--- config.mk ---
export PLATFORM = sky130hd
export DESIGN_NAME = muldiv_unit
export DESIGN_NICKNAME = d
export VERILOG_FILES = /design/src/rtl/riscv_pkg.sv /design/src/rtl/muldiv_unit.sv
export SDC_FILE = /design/constraint.sdc
export NUM_CORES = 1
export LEC_CHECK = 0
export CELL_PAD_IN_SITES_DETAIL_PLACEMENT = 2
export CELL_PAD_IN_SITES_GLOBAL_PLACEMENT = 2
export CORE_ASPECT_RATIO = 0.8
export CORE_MARGIN = 5
export CORE_UTILIZATION = 28
export DETAILED_ROUTE_END_ITERATION = 8
export PLACE_DENSITY = 0.68
export SETUP_SLACK_MARGIN = 0.05
export SYNTH_ARGS = -nofsm -noshare
export SYNTH_HDL_FRONTEND = slang
export SYNTH_SLANG_ARGS = --single-unit
--- constraint.sdc ---
create_clock -name clk -period 12.2 [get_ports clk]
set_input_delay 3.66 -clock clk [delete_from_list [all_inputs] [get_ports clk]]
set_output_delay 3.66 -clock clk [all_outputs]
set_load 0.05 [all_outputs]
--- src/rtl/riscv_pkg.sv ---
// Shared RV32 definitions: register-file geometry, M-extension funct3 codes
// and the multiply/divide sequencer state type.
package riscv_pkg;

    localparam int XLEN       = 32;
    localparam int REG_ADDR_W = 5;

    localparam logic [2:0] F3_MUL    = 3'b000;
    localparam logic [2:0] F3_MULH   = 3'b001;
    localparam logic [2:0] F3_MULHSU = 3'b010;
    localparam logic [2:0] F3_MULHU  = 3'b011;
    localparam logic [2:0] F3_DIV    = 3'b100;
    localparam logic [2:0] F3_DIVU   = 3'b101;
    localparam logic [2:0] F3_REM    = 3'b110;
    localparam logic [2:0] F3_REMU   = 3'b111;

    typedef enum logic [1:0] {
        IDLE = 2'd0,
        CALC = 2'd1,
        DONE = 2'd2
    } muldiv_state_t;

endpackage

--- src/rtl/muldiv_unit.sv ---
// Iterative RV32M multiply/divide unit, one bit per cycle, driving the
// register-file write port for a single cycle when the result is ready.
module muldiv_unit
    import riscv_pkg::*;
#(
    parameter int WIDTH  = XLEN,
    parameter int ADDR_W = REG_ADDR_W
) (
    input  logic              clk,
    input  logic              clear,
    input  logic              start,
    input  logic [2:0]        funct3,
    input  logic [WIDTH-1:0]  rs1_val,
    input  logic [WIDTH-1:0]  rs2_val,
    input  logic [ADDR_W-1:0] rd_addr,
    output logic              busy,
    output logic              done,
    output logic              wr_en,
    output logic [ADDR_W-1:0] wr_addr,
    output logic [WIDTH-1:0]  wr_data
);

    muldiv_state_t      state;
    logic [4:0]         cnt;
    logic [2:0]         op;
    logic [ADDR_W-1:0]  rd_q;
    logic [WIDTH-1:0]   opb;
    logic [2*WIDTH-1:0] acc;
    logic               neg_q;
    logic               neg_r;
    logic               bypass;

    logic               is_div, s1, s2, div0, ovf;
    logic [WIDTH-1:0]   mag1, mag2, spec_res;
    logic [WIDTH:0]     mul_sum, div_r;
    logic [WIDTH-1:0]   div_sub;
    logic               div_ge;
    logic [2*WIDTH-1:0] mul_next, div_next, prod_s;
    logic [WIDTH-1:0]   result;

    // Operand conditioning at launch: magnitudes, result signs, no-iteration cases.
    always_comb begin
        is_div = funct3[2];
        s1 = rs1_val[WIDTH-1] && (funct3 == F3_MULH || funct3 == F3_MULHSU ||
                                  funct3 == F3_DIV  || funct3 == F3_REM);
        s2 = rs2_val[WIDTH-1] && (funct3 == F3_MULH || funct3 == F3_DIV ||
                                  funct3 == F3_REM);
        mag1 = s1 ? -rs1_val : rs1_val;
        mag2 = s2 ? -rs2_val : rs2_val;
        div0 = is_div && (rs2_val == '0);
        ovf  = (funct3 == F3_DIV || funct3 == F3_REM) &&
               (rs1_val == {1'b1, {(WIDTH-1){1'b0}}}) && (rs2_val == '1);
        spec_res = '0;
        if (div0)
            spec_res = funct3[1] ? rs1_val : '1;
        else if (ovf)
            spec_res = funct3[1] ? '0 : {1'b1, {(WIDTH-1){1'b0}}};
    end

    // acc is {hi, multiplier} for multiply and {remainder, dividend/quotient} for divide.
    always_comb begin
        mul_sum  = {1'b0, acc[2*WIDTH-1:WIDTH]} + {1'b0, (acc[0] ? opb : '0)};
        mul_next = {mul_sum, acc[WIDTH-1:1]};
        div_r    = {acc[2*WIDTH-1:WIDTH], acc[WIDTH-1]};
        div_ge   = div_r >= {1'b0, opb};
        div_sub  = div_r[WIDTH-1:0] - opb;
        div_next = {(div_ge ? div_sub : div_r[WIDTH-1:0]), acc[WIDTH-2:0], div_ge};
    end

    always_comb begin
        prod_s = neg_q ? -acc : acc;
        result = '0;
        if (bypass)
            result = acc[WIDTH-1:0];
        else begin
            case (op)
                F3_MUL:                      result = prod_s[WIDTH-1:0];
                F3_MULH, F3_MULHSU, F3_MULHU: result = prod_s[2*WIDTH-1:WIDTH];
                F3_DIV, F3_DIVU:             result = neg_q ? -acc[WIDTH-1:0] : acc[WIDTH-1:0];
                default:                     result = neg_r ? -acc[2*WIDTH-1:WIDTH]
                                                            : acc[2*WIDTH-1:WIDTH];
            endcase
        end
    end

    always_ff @(posedge clk) begin
        if (clear) begin
            state   <= IDLE;
            cnt     <= '0;
            op      <= '0;
            rd_q    <= '0;
            opb     <= '0;
            acc     <= '0;
            neg_q   <= 1'b0;
            neg_r   <= 1'b0;
            bypass  <= 1'b0;
            busy    <= 1'b0;
            done    <= 1'b0;
            wr_en   <= 1'b0;
            wr_addr <= '0;
            wr_data <= '0;
        end else begin
            case (state)
                IDLE: begin
                    if (start) begin
                        op    <= funct3;
                        rd_q  <= rd_addr;
                        cnt   <= '0;
                        busy  <= 1'b1;
                        neg_q <= s1 ^ s2;
                        neg_r <= s1;
                        if (div0 || ovf) begin
                            bypass <= 1'b1;
                            acc    <= {{WIDTH{1'b0}}, spec_res};
                            state  <= DONE;
                        end else begin
                            bypass <= 1'b0;
                            acc    <= {{WIDTH{1'b0}}, (is_div ? mag1 : mag2)};
                            opb    <= is_div ? mag2 : mag1;
                            state  <= CALC;
                        end
                    end
                end
                CALC: begin
                    acc <= op[2] ? div_next : mul_next;
                    cnt <= cnt + 5'd1;
                    if (cnt == 5'd31)
                        state <= DONE;
                end
                DONE: begin
                    // First DONE cycle registers the result; second retires the pulse.
                    if (!done) begin
                        done    <= 1'b1;
                        wr_en   <= (rd_q != '0);
                        wr_addr <= rd_q;
                        wr_data <= result;
                    end else begin
                        done  <= 1'b0;
                        wr_en <= 1'b0;
                        busy  <= 1'b0;
                        state <= IDLE;
                    end
                end
                default: state <= IDLE;
            endcase
        end
    end

endmodule

==> flow_summary.toml <==
[synth]
yosys_register_bits = 154
syn_avg_cell_area_um2 = 7.04
netlist_area_mm2 = 0.0152
netlist-cell-type-count = 72
synth_flop_cell = "dfxtp_1"
synthCells = 2163
async_reset_ff_frac = 0
synthTopCellsByArea = "dfxtp_1, nand2_1, o21ai_0"
synth_edf_count = 0
yosysWarnings = 0
synth_top_area_cell = "dfxtp_1"
synthDominantCellAreaShare = 0.202
syn_nets = 2311
seq_area_frac_synth = 0.202

[pwr]
finalPower_mw = 1.70
irDropWorstVdd_uv = 75.0
powerDensity_mw_per_mm2 = 97.3
p_leak_nw = 6.43

[route]
drc = 0
drt-initial-drc-count = 1317
final_antenna_net_count = 0
vias = 17349
first_pass_iters = 5
wirelength_mm = 77.0
wl_per_cell_um = 26.7
vias_per_cell = 6.03

[cells_and_area]
drive_gt1_frac = 0.0570
synthToLayoutAreaGrowth_pct = 14.8
fill_cells = 6340
diodes = 0
nets = 2312
fin_area_mm2 = 0.0175

[critical_path]
worst-r2r-cell-count = 13
path_cells = "clkdlybuf4s50_1, or4_1, or4_1, nor4_1, nand3_1, o31a_1, buf_4, nand2_1, buf_4, nand2_1, a21oi_1"
worstSetupEndpointType = "register"
cp-start-kind = "input port"
slowest_delay_ns = 0.78
cp_max_fo = 34
crit_required_ns = 12.59
path_class = "in -> reg"
arrival_ns = 8.07
critPathSlowestCell = "nor4_1"

[timing]
final.setup.tns_ns = 0
skew_ns = 0.0104
fin_crit_sh = 0.629
timing.final.hold_violations = 0
grt_setup_unrepaired = "false"
maxSlewViolCount = 0
tightest_slew_ns = 1.17
fmax_mhz = 130
slew_headroom = 0.219
fin_crit_ns = 7.68
setup-violations-final = 0

[die]
coreArea_mm2 = 0.0538
rows = 76
initial_utilization = 0.283
dieArea_mm2 = 0.0592
fp.dieH_um = 219
die_width_um = 271
io_pins = 115

[placement]
io_buffers = 114
place_area_mm2 = 0.0169
hpwl_mm = 59.5
gp_congestion = 0.936

[clock_tree]
numCtsBuffers = 17
cts_tree = "built"
post_cts_buffers = 0
cts_hold_buf = 0
cts.repair.resized = 0
cts_sinks = 154
clock_path_buffers = 2
insertion_delay_ns = 0.47
clock-root-buffer = "clkbuf_16"
cts.clk_slew.worst_paths_ns = 0.07
htreeDepth = 4

[grt]
grt_pass1_vias = 17886
grt_pass1_wl_mm = 115
grt_max_degree = 103
antenna_found_initial = 1
track_usage = 0.253
grt_overflow = 0

[status]
status = "finished, final reports clean"

[job]
cap_violations = 0

[hold_path]
hold_depth = 2
min_path_type = "reg -> reg"
## cells by family after synthesis
group	after synthesis	share of synthesized area
xor gates and xnor gates	180	0.103
muxes	62	0.0420
adders and majority gates	73	0.0609
DFF	154	0.202
and+or+nand+nor	694	0.213
AOI/OAI and AO/OA	760	0.317
buffers and inverters	240	0.0609
## where the power goes
part	leakage, nW	total (mW)	internal, mW	switching, mW
combinational	4.89	0.563	0.197	0.366
sequential	1.26	0.581	0.528	0.0532
clock	0.282	0.558	0.296	0.261
## through the flow
step | instances | setup WS, ns | hold slack (ns) | utilization
after global placement | 2847 | 4.36 | 0.442 | 0.314
after CTS | 2879 | 4.64 | 0.458 | 0.325
after floorplan | 2163 | 5.66 | 0.432 | -
after global routing | 2879 | 4.27 | 0.473 | 0.325
after detailed placement | 2847 | 4.15 | 0.449 | 0.314
final | 2879 | 4.52 | 0.457 | 0.325
## worst max-delay path: cells and delay by family
| kind | cells | cell delay [ns] |
|---|---|---|
| buf+inv | 3 | 1.15 |
| compound gates | 2 | 0.33 |
| simple gates | 6 | 2.88 |
## registers in the layout, indices dropped and copies added (netlist names), 2 cells and up
signal   cells
acc         64
cnt          5
op           3
opb         32
rd_q         5
state        2
wr_addr      5
wr_data     32
## cells in the final DEF, fill, tap and decap left out, types with 17 or more instances in the layout
| cell | count |
|---|---|
| o211ai_1 | 45 |
| nor2_1 | 134 |
| dfxtp_1 | 152 |
| xor2_1 | 94 |
| nor4_1 | 23 |
| a21o_1 | 29 |
| xnor2_1 | 86 |
| o31ai_1 | 33 |
| a311oi_1 | 18 |
| o21ai_0 | 204 |
| a31oi_1 | 28 |
| nand3_1 | 30 |
| a211oi_1 | 22 |
| nor3_1 | 55 |
| o221ai_1 | 17 |
| a21oi_1 | 187 |
| clkdlybuf4s50_1 | 112 |
| nand4_1 | 21 |
| clkbuf_16 | 17 |
| ha_1 | 71 |
| o22ai_1 | 29 |
| nand2_1 | 293 |
| inv_1 | 68 |
| buf_4 | 41 |
| or3_1 | 36 |
| a22oi_1 | 27 |
| mux2i_1 | 47 |
## final cells by class
cell class,count,area [um2],share of cell area
repair buffers,154,1430,0.0820
clock buffers,19,453,0.0259
well taps,702,878,0.0502
multi-input cells,1769,11300,0.644
flip-flops and latches,154,3090,0.176
inverters,68,255,0.0146
clock inverters,13,129,0.00737
## synthesized netlist by cell type, drive strengths merged (30+ instances only)
cell type  instances
o31ai             33
nand3             30
xor2              94
nand2            293
a21oi            188
or3               36
mux2i             47
clkbuf           155
o211ai            45
nor3              58
dfxtp            154
inv               68
o21ai            207
nor2             137
xnor2             86
ha                71
## per-layer routing
layer / part of all wire / up-vias / GRT usage / routed length [um]
li1: - / 7923 / - / -
met1: 0.49 / 8851 / 0.366 / 37400
met2: 0.42 / 479 / 0.378 / 32600
met3: 0.061 / 92 / 0.0474 / 4720
met4: 0.029 / 4 / 0.0807 / 2270
met5: 0.00035 / - / 0 / 27
## path summary, 6_finish.rpt
path               startpoint     endpoint  slack (ns)
setup / recovery  rs2_val[12]      opb[21]        4.52
hold / removal    wr_data[28]  wr_data[28]        0.46
setup reg to reg       acc[0]      acc[58]        6.53
hold reg to reg   wr_data[28]  wr_data[28]        0.46
Power figures use the tool's default switching activity.
